### config.mk
export PLATFORM = sky130hd
export DESIGN_NAME = unit_l_arbiter
export DESIGN_NICKNAME = d
export VERILOG_FILES = /design/src/rtl/unit_l_arbiter.sv
export SDC_FILE = /design/constraint.sdc
export NUM_CORES = 1
export LEC_CHECK = 0
export CORE_ASPECT_RATIO = 0.9
export CORE_MARGIN = 2
export CORE_UTILIZATION = 52
export CTS_CLUSTER_DIAMETER = 100
export CTS_CLUSTER_SIZE = 12
export DETAILED_ROUTE_END_ITERATION = 6
export PLACE_DENSITY_LB_ADDON = 0.05
export SLEW_MARGIN = 0
export SYNTH_ARGS = -nofsm -noshare
export SYNTH_HDL_FRONTEND = slang
export SYNTH_SLANG_ARGS = --single-unit
### constraint.sdc
create_clock -name clk -period 12.5 [get_ports clk]
set_clock_uncertainty 0.05 [all_clocks]
set_input_delay 3.75 -clock clk [delete_from_list [all_inputs] [get_ports clk]]
set_output_delay 3.75 -clock clk [all_outputs]
set_load 0.01 [all_outputs]
### src/rtl/unit_l_arbiter.sv
// unit_l_arbiter: two-client round-robin arbiter/sequencer for the shared
// 32-bit logic unit (AND/OR/XOR on {f1,f0}). One op in flight at a time:
// IDLE grants, EXEC computes, HOLD presents the result on a valid/ready channel.
module unit_l_arbiter #(
  parameter int W = 32
) (
  input  logic         clk,
  input  logic         rst,
  input  logic         req0,
  input  logic         req1,
  input  logic [1:0]   op0,
  input  logic [1:0]   op1,
  input  logic [W-1:0] a0,
  input  logic [W-1:0] b0,
  input  logic [W-1:0] a1,
  input  logic [W-1:0] b1,
  output logic         ack0,
  output logic         ack1,
  output logic [W-1:0] res,
  output logic         res_id,
  output logic         res_err,
  output logic         res_valid,
  input  logic         res_ready
);

  localparam logic [1:0] IDLE = 2'd0;
  localparam logic [1:0] EXEC = 2'd1;
  localparam logic [1:0] HOLD = 2'd2;

  // Operands and owner captured at grant; held stable through EXEC.
  typedef struct packed {
    logic [1:0]   op;
    logic [W-1:0] a;
    logic [W-1:0] b;
    logic         id;
  } req_t;

  logic [1:0]   state;
  logic         rr;
  req_t         lat;
  logic         win;
  logic         grant;
  logic [W-1:0] l_out;

  // Winner: a lone requester wins outright; on contention the rr pointer decides.
  always_comb begin
    win   = (req0 && req1) ? rr : req1;
    grant = (state == IDLE) && (req0 || req1);
  end

  // Shared logic unit, driven only from latched operands. Select 00 yields 0.
  generate
    begin : u_unit_l
      logic f1, f0;
      assign f1 = lat.op[1];
      assign f0 = lat.op[0];
      // AND/OR/XOR selected by {f1,f0}
      always_comb begin
        l_out = '0;
        case ({f1, f0})
          2'b01:   l_out = lat.a & lat.b;
          2'b10:   l_out = lat.a | lat.b;
          2'b11:   l_out = lat.a ^ lat.b;
          default: l_out = '0;
        endcase
      end
    end
  endgenerate

  // Sequencer: grant in IDLE, register result in EXEC, hold until handshake.
  always_ff @(posedge clk or posedge rst) begin
    if (rst) begin
      state     <= IDLE;
      rr        <= 1'b0;
      lat       <= '0;
      ack0      <= 1'b0;
      ack1      <= 1'b0;
      res       <= '0;
      res_id    <= 1'b0;
      res_err   <= 1'b0;
      res_valid <= 1'b0;
    end else begin
      ack0 <= 1'b0;
      ack1 <= 1'b0;
      case (state)
        IDLE: begin
          if (grant) begin
            lat.op <= win ? op1 : op0;
            lat.a  <= win ? a1  : a0;
            lat.b  <= win ? b1  : b0;
            lat.id <= win;
            ack0   <= ~win;
            ack1   <= win;
            rr     <= ~win;
            state  <= EXEC;
          end
        end
        EXEC: begin
          res       <= l_out;
          res_id    <= lat.id;
          res_err   <= (lat.op == 2'b00);
          res_valid <= 1'b1;
          state     <= HOLD;
        end
        HOLD: begin
          if (res_valid && res_ready) begin
            res_valid <= 1'b0;
            state     <= IDLE;
          end
        end
        default: state <= IDLE;
      endcase
    end
  end

endmodule
==> results of run 1 <==
[cells by family (layout without fill, tap and decap cells)]
| group | after synthesis | in the layout | share of synthesized area [%] |
|---|---|---|---|
| and+or+nand+nor | 98 | 98 | 6.79 |
| buffers and inverters | 149 | 292 | 9.71 |
| DFF | 107 | 107 | 43.4 |
| AOI/OAI and AO/OA | 179 | 179 | 21.3 |
| muxes | 32 | 32 | 5.84 |
| adders and majority gates | 64 | 64 | 13.0 |
[area by class of cell]
class	count	area share, %
Timing Repair Buffer	178	21.5
Multi-Input combinational cell	373	35.5
Tap cell	156	2.37
Clock inverter	6	0.593
Inverter	98	4.50
Clock buffer	10	2.91
Sequential cell	107	32.6
[through the flow]
stage | total power, W | setup WS [ps] | util [%] | cells
floorplan | 0.00131 | 5880 | - | 629
global placement | 0.00162 | 6030 | 68.8 | 912
detailed placement | 0.00168 | 5930 | 68.8 | 912
CTS | 0.00197 | 6260 | 71.3 | 928
global route | 0.00213 | 6080 | 71.3 | 928
finish | 0.00196 | 6250 | 71.3 | 928
[state kept, by name, summed over array words and instances (netlist names)]
register / cells
lat: 67
res: 32
state: 2
ack0: 1
res_id: 1
rr: 1
ack1: 1
res_valid: 1
res_err: 1
[cells in the mapped netlist (2+ instances only)]
library cell	instances	area, um2
a21boi_0	2	15.0
a21oi_1	67	335
a221o_1	56	561
a221oi_1	32	280
a31oi_1	10	62.6
buf_2	23	115
clkbuf_1	25	93.8
dfrtp_1	107	2680
ha_1	64	801
inv_1	98	368
mux2_2	32	360
nand2_1	8	30.0
nand2b_1	3	18.8
nand3_1	10	50.1
nor2_1	69	259
nor2b_1	3	18.8
o21ai_0	11	55.1
or2_1	2	12.5
[report_power, final]
part           switching, W  leakage (nW)  total (W)  internal, W
Sequential         0.000141          1.28   0.000664     0.000522
Combinational      0.000530          2.37    0.00102     0.000494
Clock              0.000135         0.131   0.000277     0.000142
[worst max-delay path by stage]
| stage | from | end | slack (ps) | cells after the start |
|---|---|---|---|---|
| 3_5_place_dp | req1 | lat[24] | 5930 | 5 |
| 5_1_grt | req1 | lat[66] | 6080 | 5 |
| 3_3_place_gp | req1 | lat[66] | 6030 | 5 |
| 6_report | req1 | lat[66] | 6250 | 5 |
| 2_1_floorplan | rst | ack0 | 5880 | 1 |
| 4_1_cts | req1 | lat[61] | 6260 | 5 |
[tightest hold or removal path, stage by stage, from the launching register on]
cell and delay [ps]:
dfrtp_1 350, nand2_1 50, o31ai_1 50
[metal layers]
layer,up-vias,GRT usage [%],share of wire (%)
li1,2480,-,-
met1,2627,35.2,42
met2,223,48.3,50
met3,22,5.72,6.7
met4,0,7.06,1.5
met5,-,0,0
==> results.sh, run 1 <==
export IMPL_worstPathArrival_ps=6480
export IMPL_final_common_cell="clkdlybuf4s50_1"
export IMPL_num_rows=37
export IMPL_path_delay_family="buffers and inverters"
export IMPL_setup_viol=0
export IMPL_cts_resized=0
export IMPL_p_leak_nw=3.78
export IMPL_yosysWarnings=0
export IMPL_hold_buffers=0
export IMPL_reg2regPathDepth=4
export IMPL_cp_num_buf_inv=3
export IMPL_hold_class="register to register"
export IMPL_dieWidth_um=119
export IMPL_synth_cell_type_count=25
export IMPL_status="complete, no violations"
export IMPL_syn_area_per_cell_um2=9.81
export IMPL_synth_seq_cells=107
export IMPL_hold_viol=0
export IMPL_worstSetupStartpointType="input port"
export IMPL_post_cts_buffers=0
export IMPL_max_stage_delay_ps=890
export IMPL_post_route_period_util_pct=50.0
export IMPL_slew_violations=0
export IMPL_num_antenna_cells=0
export IMPL_num_io_pins=174
export IMPL_synth_edf_count=0
export IMPL_clk_latency_ps=350
export IMPL_min_from="res_err"
export IMPL_die_h_um=107
export IMPL_drt_initial_drc_count=378
export IMPL_p_per_area_mw_per_mm2=239
export IMPL_dp_hpwl_mm=11.1
export IMPL_min_period_ps=6250
export IMPL_critical_path_class="input port to register"
export IMPL_drc=0
export IMPL_core_area_mm2=0.0115
export IMPL_cts_root_buffer="clkbuf_16"
export IMPL_cp_required_ps=12730
export IMPL_via_count=5352
export IMPL_layout_common_cells="clkdlybuf4s50_1, dfrtp_1, inv_1"
export IMPL_crit_chain="clkdlybuf4s50_1 > inv_1 > nor3_4 > buf_4 > a221o_1"
export IMPL_endpoint_kind="register"
export IMPL_wl_per_cell_um=18.6
export IMPL_antenna_found_initial=0
export IMPL_clockBufferDepth=2
export IMPL_tightest_slew_ps=1190
export IMPL_multi_input_comb_area_mm2=0.00292
export IMPL_ys_seq_area_share_pct=43.4
export IMPL_rsz0062_at_grt="false"
export IMPL_dpl_cell_area_mm2=0.00794
export IMPL_grt_max_degree=72
export IMPL_htreeDepth=3
export IMPL_wl_mm=17.2
export IMPL_port_buffers=173
export IMPL_fp_dieArea_mm2=0.0128
export IMPL_syn_area_mm2=0.00617
export IMPL_syn_nets=830
export IMPL_seq_area_mm2=0.00268
export IMPL_async_flop_share_pct=100
export IMPL_grt_pass1_vias=5701
export IMPL_slowest_stage="nor3_4"
export IMPL_crit_fanout=35
export IMPL_area_growth_pct=33.2
export IMPL_grt_pass1_wl_mm=28.2
export IMPL_vias_per_cell=5.77
export IMPL_clock_sinks=107
export IMPL_peakVddDrop_uv=141
export IMPL_min_to="res_err"
export IMPL_synth_cells=629
export IMPL_setup_tns_ps=0
export IMPL_gp_congestion=0.822
export IMPL_fin_area_mm2=0.00822
export IMPL_fillers=870
export IMPL_drive_gt1_share_pct=8.03
export IMPL_clk_pin_slew_worst_paths_ps=70
export IMPL_timing_max_cap_violations=0
export IMPL_reg2reg_to="lat[66]"
export IMPL_initial_utilization_pct=53.6
export IMPL_fmax_ghz=0.160
export IMPL_dr_pass1_iters=5
export IMPL_synth_ff_type="dfrtp_1"
export IMPL_cts_buffers_inserted=9
export IMPL_r2r_start="state[1]"
export IMPL_hold_slack_ps=431
export IMPL_slew_headroom_pct=20.9
export IMPL_regToRegSetupSlack_ps=9910
export IMPL_hold_depth=2
export IMPL_antenna_left=0
export IMPL_grt_overflow=0
export IMPL_num_nets_final=968
export IMPL_cts_tree="done"
export IMPL_grt_util_all_layers_pct=27.7
Power figures use the tool's default switching activity.
==> run 2: changes to the inputs <==
--- a/config.mk
+++ b/config.mk
@@ -7,7 +7,7 @@
 export LEC_CHECK = 0
 export CORE_ASPECT_RATIO = 0.9
 export CORE_MARGIN = 2
-export CORE_UTILIZATION = 52
+export CORE_UTILIZATION = 44
 export CTS_CLUSTER_DIAMETER = 100
 export CTS_CLUSTER_SIZE = 12
 export DETAILED_ROUTE_END_ITERATION = 6
==> constraint.sdc (replaced) <==
create_clock -name clk -period 5.6 [get_ports clk]
set_clock_uncertainty 0.05 [all_clocks]
set_input_delay 1.68 -clock clk [delete_from_list [all_inputs] [get_ports clk]]
set_output_delay 1.68 -clock clk [all_outputs]
set_load 0.01 [all_outputs]
==> run 2 against run 1 <==
Clock power up 130%. Die area up 18%. Setup slack worse by 4400 ps. Core utilization down 12 points. Non-clock buffer count unchanged. Global-route usage down 3.3 points. Via count down 1.6%. Critical path depth unchanged. Critical endpoint is now lat[26]. Largest cell class unchanged. Power up 120%. Sequential cell count unchanged. Largest power group unchanged. Highest routed layer unchanged.
==> results.sh, run 2 (synthesized netlist as in run 1, its figures left out) <==
export IMPL_status="complete, no violations"
export IMPL_via_count=5268
export IMPL_worstSetupStartpointType="input port"
export IMPL_antenna_left=0
export IMPL_path_delay_family="buffers and inverters"
export IMPL_endpoint_kind="register"
export IMPL_clock_sinks=107
export IMPL_p_leak_nw=3.80
export IMPL_tightest_slew_ps=1220
export IMPL_drive_gt1_share_pct=7.91
export IMPL_p_sw_w=0.00179
export IMPL_p_sw_share_pct=40.5
export IMPL_drc=0
export IMPL_vias_per_cell=5.59
export IMPL_hold_buffers=0
export IMPL_layout_common_cells="clkdlybuf4s50_1, dfrtp_1, inv_1"
export IMPL_hold_viol=0
export IMPL_post_route_period_util_pct=66.6
export IMPL_gr_usage_met2_pct=40.0
export IMPL_post_cts_buffers=0
export IMPL_setup_tns_ps=0
export IMPL_cts_buffers_inserted=9
export IMPL_num_nets_final=968
export IMPL_cts_resized=0
export IMPL_dpl_cell_area_mm2=0.00797
export IMPL_core_area_mm2=0.0139
export IMPL_grt_max_degree=78
export IMPL_hold_class="register to register"
export IMPL_top_regs="lat: 67 flops, res: 32 flops, state: 2 flops"
export IMPL_slowest_stage="clkdlybuf4s50_1"
export IMPL_grt_pass1_vias=5436
export IMPL_hold_slack_ps=444
export IMPL_internal_power_w=0.00262
export IMPL_crit_chain="clkdlybuf4s50_1 > inv_1 > nor3_4 > buf_12 > a221o_1"
export IMPL_pwr_share_seq_pct=34.7
export IMPL_timing_max_cap_violations=0
export IMPL_power_frac_comb_pct=50.6
export IMPL_cp_required_ps=5840
export IMPL_dr_pass1_iters=5
export IMPL_placed_cells=928
export IMPL_rsz0062_at_grt="false"
export IMPL_htreeDepth=3
export IMPL_wl_per_cell_um=18.8
export IMPL_die_h_um=116
export IMPL_num_antenna_cells=0
export IMPL_dieWidth_um=129
export IMPL_wl_mm=17.8
export IMPL_largest_reg_flops=67
export IMPL_antenna_found_initial=0
export IMPL_num_rows=41
export IMPL_max_stage_delay_ps=740
export IMPL_clk_latency_ps=360
export IMPL_fillers=1160
export IMPL_dp_hpwl_mm=11.1
export IMPL_critical_path_class="input port to register"
export IMPL_fmax_ghz=0.268
export IMPL_cp_num_buf_inv=3
export IMPL_grt_util_met3_pct=5.77
export IMPL_initial_utilization_pct=44.6
export IMPL_fin_area_mm2=0.00826
export IMPL_slew_violations=0
export IMPL_post_route_util_pct=59.7
export IMPL_slew_headroom_pct=18.8
export IMPL_cts_tree="done"
export IMPL_clockBufferDepth=2
export IMPL_seq_area_mm2=0.00268
export IMPL_multi_input_comb_area_mm2=0.00292
export IMPL_fp_dieArea_mm2=0.0150
export IMPL_cts_root_buffer="clkbuf_16"
export IMPL_grt_overflow=0
export IMPL_area_growth_pct=33.9
export IMPL_p_per_area_mw_per_mm2=534
export IMPL_num_io_pins=174
export IMPL_finalNonFillerCells=943
export IMPL_pwr_share_clk_pct=14.7
export IMPL_drt_initial_drc_count=404
export IMPL_gp_congestion=0.889
export IMPL_top_usage_layer="met2"
export IMPL_peakVddDrop_uv=235
export IMPL_worstPathArrival_ps=3970
export IMPL_setup_viol=0
export IMPL_grt_pass1_wl_mm=28.2
export IMPL_clk_pin_slew_worst_paths_ps=80
export IMPL_crit_fanout=43
export IMPL_port_buffers=173
export IMPL_use_met1_pct=32.3
export IMPL_regMostFlops="lat"
export IMPL_grt_util_all_layers_pct=24.4
export IMPL_final_common_cell="clkdlybuf4s50_1"
export IMPL_min_period_ps=3730
## run 2: path summary, 6_finish.rpt
| check | to | from | slack, ps | cells after the start |
|---|---|---|---|---|
| min in group asynchronous | res[7] | rst | 1850 | 2 |
| worst max register to register | res[11] | lat[66] | 3120 | 3 |
| max in group asynchronous | res[16] | rst | 2810 | 3 |
| worst max-delay path | lat[26] | req1 | 1870 | 5 |
| worst min register to register | res_err | res_err | 440 | 2 |
| worst min-delay path | res_err | res_err | 440 | 2 |
## run 2: power by group through the flow
| stage | Clock, W | Sequential (W) | Combinational (W) |
|---|---|---|---|
| after floorplan | 0 | 0.00142 | 0.00150 |
| after global placement | 0 | 0.00153 | 0.00212 |
| after detailed placement | 0 | 0.00154 | 0.00222 |
| after CTS | 0.000662 | 0.00153 | 0.00225 |
| after global routing | 0.000694 | 0.00158 | 0.00254 |
| final | 0.000649 | 0.00153 | 0.00223 |
## run 2: worst register-to-register path, stage by stage, from the launching register on
cell and delay, ps:
dfrtp_2 990, nor2b_4 930, a221oi_1 260, nor2_1 180
## run 2: final cells by class
cell class                 count  share of cell area [%]
clock buffer                  11                    2.94
inverter                      98                    4.48
tap                          172                    2.60
clock inverter                 4                   0.621
multi-input combinational    373                    35.4
sequential                   107                    32.4
timing repair buffer         178                    21.6
## run 2: stage by stage
stage          setup WS, ps  power, W
6_report               1870   0.00441
5_1_grt                1690   0.00481
4_1_cts                1890   0.00444
3_5_place_dp           1520   0.00376
3_3_place_gp           1620   0.00364
2_1_floorplan          1050   0.00292
## run 2: per-layer routing
metal,share of wire [%],up-vias
li1,-,2473
met2,48,197
met1,43,2568
met5,0,-
met4,2.1,0
met3,7.1,30
==> run 3: changes to the inputs <==
==> constraint.sdc (replaced) <==
create_clock -name clk -period 3.15 [get_ports clk]
set_clock_uncertainty 0.05 [all_clocks]
set_input_delay 0.945 -clock clk [delete_from_list [all_inputs] [get_ports clk]]
set_output_delay 0.945 -clock clk [all_outputs]
set_load 0.01 [all_outputs]
==> run 3 against run 2 <==
Hold slack worse by 8.5 ps. Cell count is 1.1% higher. Setup slack worse by 1100 ps. Clock power grew 79%. Routed wire length fell by 0.14%. Critical endpoint is now res_valid. Highest routed layer unchanged.
==> results.sh, run 3 (synthesized netlist as in run 1, its figures left out) <==
export IMPL_post_route_period_util_pct=74.7
export IMPL_dpl_cell_area_mm2=0.00808
export IMPL_p_leak_nw=3.85
export IMPL_die_h_um=116
export IMPL_largest_reg_flops=67
export IMPL_grt_util_all_layers_pct=24.1
export IMPL_top_regs="lat: 67 flops, res: 32 flops, state: 2 flops"
export IMPL_grt_overflow=0
export IMPL_clk_latency_ps=360
export IMPL_hold_class="register to register"
export IMPL_hold_buffers=0
export IMPL_peakVddDrop_uv=433
export IMPL_fillers=1194
export IMPL_status="complete, no violations"
export IMPL_path_delay_family="buffers and inverters"
export IMPL_port_buffers=173
export IMPL_fin_area_mm2=0.00837
export IMPL_crit_fanout=4
export IMPL_crit_chain="clkdlybuf4s50_1"
export IMPL_slew_headroom_pct=35.4
export IMPL_drive_gt1_share_pct=9.09
export IMPL_cts_buffers_inserted=9
export IMPL_drt_initial_drc_count=296
export IMPL_num_antenna_cells=0
export IMPL_htreeDepth=3
export IMPL_fmax_ghz=0.425
export IMPL_p_per_area_mw_per_mm2=941
export IMPL_slowest_stage="clkdlybuf4s50_1"
export IMPL_antenna_left=0
export IMPL_grt_pass1_vias=5467
export IMPL_via_count=5300
export IMPL_gp_congestion=0.921
export IMPL_cp_required_ps=2150
export IMPL_vias_per_cell=5.56
export IMPL_timing_max_cap_violations=0
export IMPL_regMostFlops="lat"
export IMPL_critical_path_class="register to primary output"
export IMPL_cts_tree="done"
export IMPL_clock_sinks=107
export IMPL_cts_root_buffer="clkbuf_16"
export IMPL_worstSetupStartpointType="register"
export IMPL_clockBufferDepth=2
export IMPL_num_rows=41
export IMPL_slew_violations=0
export IMPL_setup_viol=0
export IMPL_fp_dieArea_mm2=0.0150
export IMPL_dp_hpwl_mm=11.4
export IMPL_drc=0
export IMPL_rsz0062_at_grt="false"
export IMPL_num_nets_final=977
export IMPL_max_stage_delay_ps=570
export IMPL_grt_max_degree=68
export IMPL_cp_num_buf_inv=1
export IMPL_final_common_cell="clkdlybuf4s50_1"
export IMPL_cts_resized=0
export IMPL_layout_common_cells="clkdlybuf4s50_1, dfrtp_1, inv_1"
export IMPL_area_growth_pct=35.6
export IMPL_antenna_found_initial=0
export IMPL_tightest_slew_ps=967
export IMPL_grt_pass1_wl_mm=28.0
export IMPL_setup_tns_ps=0
export IMPL_min_period_ps=2350
export IMPL_worstPathArrival_ps=1360
export IMPL_wl_per_cell_um=18.6
export IMPL_endpoint_kind="primary output"
export IMPL_core_area_mm2=0.0139
export IMPL_num_io_pins=174
export IMPL_clk_pin_slew_worst_paths_ps=70
export IMPL_wl_mm=17.7
export IMPL_hold_viol=0
export IMPL_dieWidth_um=129
export IMPL_initial_utilization_pct=44.6
export IMPL_regToRegSetupSlack_ps=1090
export IMPL_post_cts_buffers=0
export IMPL_dr_pass1_iters=4
run 3: cell count changes in the layout (fill, tap and decap cells not counted), sizes merged:
| cell | before | now |
|---|---|---|
| buf | 5 | 14 |
| clkinvlp | 1 | 4 |
| clkbuf | 11 | 10 |
| inv | 98 | 97 |
run 3: path summary, 6_finish.rpt:
path,start,end,cells past startpoint
hold / removal,lat[0],res_id,2
setup / recovery,res_valid,res_valid,1
setup reg to reg,lat[66],res[9],4
max in group asynchronous,rst,res[31],3
min in group asynchronous,rst,res[0],3
hold reg to reg,lat[0],res_id,2
run 3: report_power, final:
| group | leakage (nW) | internal, W | switching [W] |
|---|---|---|---|
| clock | 0.135 | 0.000618 | 0.000543 |
| sequential | 1.28 | 0.00207 | 0.000514 |
| combinational | 2.43 | 0.00200 | 0.00213 |
| total | 3.85 | 0.00469 | 0.00319 |
run 3: area by class of cell:
| cell class | instances | area, um2 | share of cell area [%] |
|---|---|---|---|
| clock buffers | 10 | 229 | 2.74 |
| flip-flops and latches | 107 | 2680 | 32.0 |
| inverters | 98 | 372 | 4.44 |
| clock inverters | 6 | 66.3 | 0.792 |
| well taps | 172 | 215 | 2.57 |
| multi-input cells | 373 | 2920 | 34.9 |
| repair buffers | 187 | 1890 | 22.5 |
run 3: worst min-delay path: cells and delay by family (launching register included):
family           cells  cell delay [ps]
flip-flops           1              350
AND/OR/NAND/NOR      2              110
run 3: metrics by stage:
stage                     hold slack [ps]  setup WS (ps)  cells  power (W)  utilization, %
after floorplan                       382            867    629    0.00519               -
after global placement                416            493    937    0.00653            58.3
after detailed placement              427            460    937    0.00672            58.3
after CTS                             439            776    953    0.00794            60.4
after global routing                  455            727    953    0.00857            60.4
final                                 436            797    953    0.00788            60.4
run 3: routing by layer:
| layer | part of all wire (%) | vias to the layer above | global-route usage, % |
|---|---|---|---|
| li1 | - | 2500 | - |
| met1 | 45 | 2625 | 30.9 |
| met2 | 48 | 150 | 41.0 |
| met3 | 5.6 | 25 | 6.00 |
| met4 | 1.7 | 0 | 6.67 |
| met5 | 0 | - | 0 |
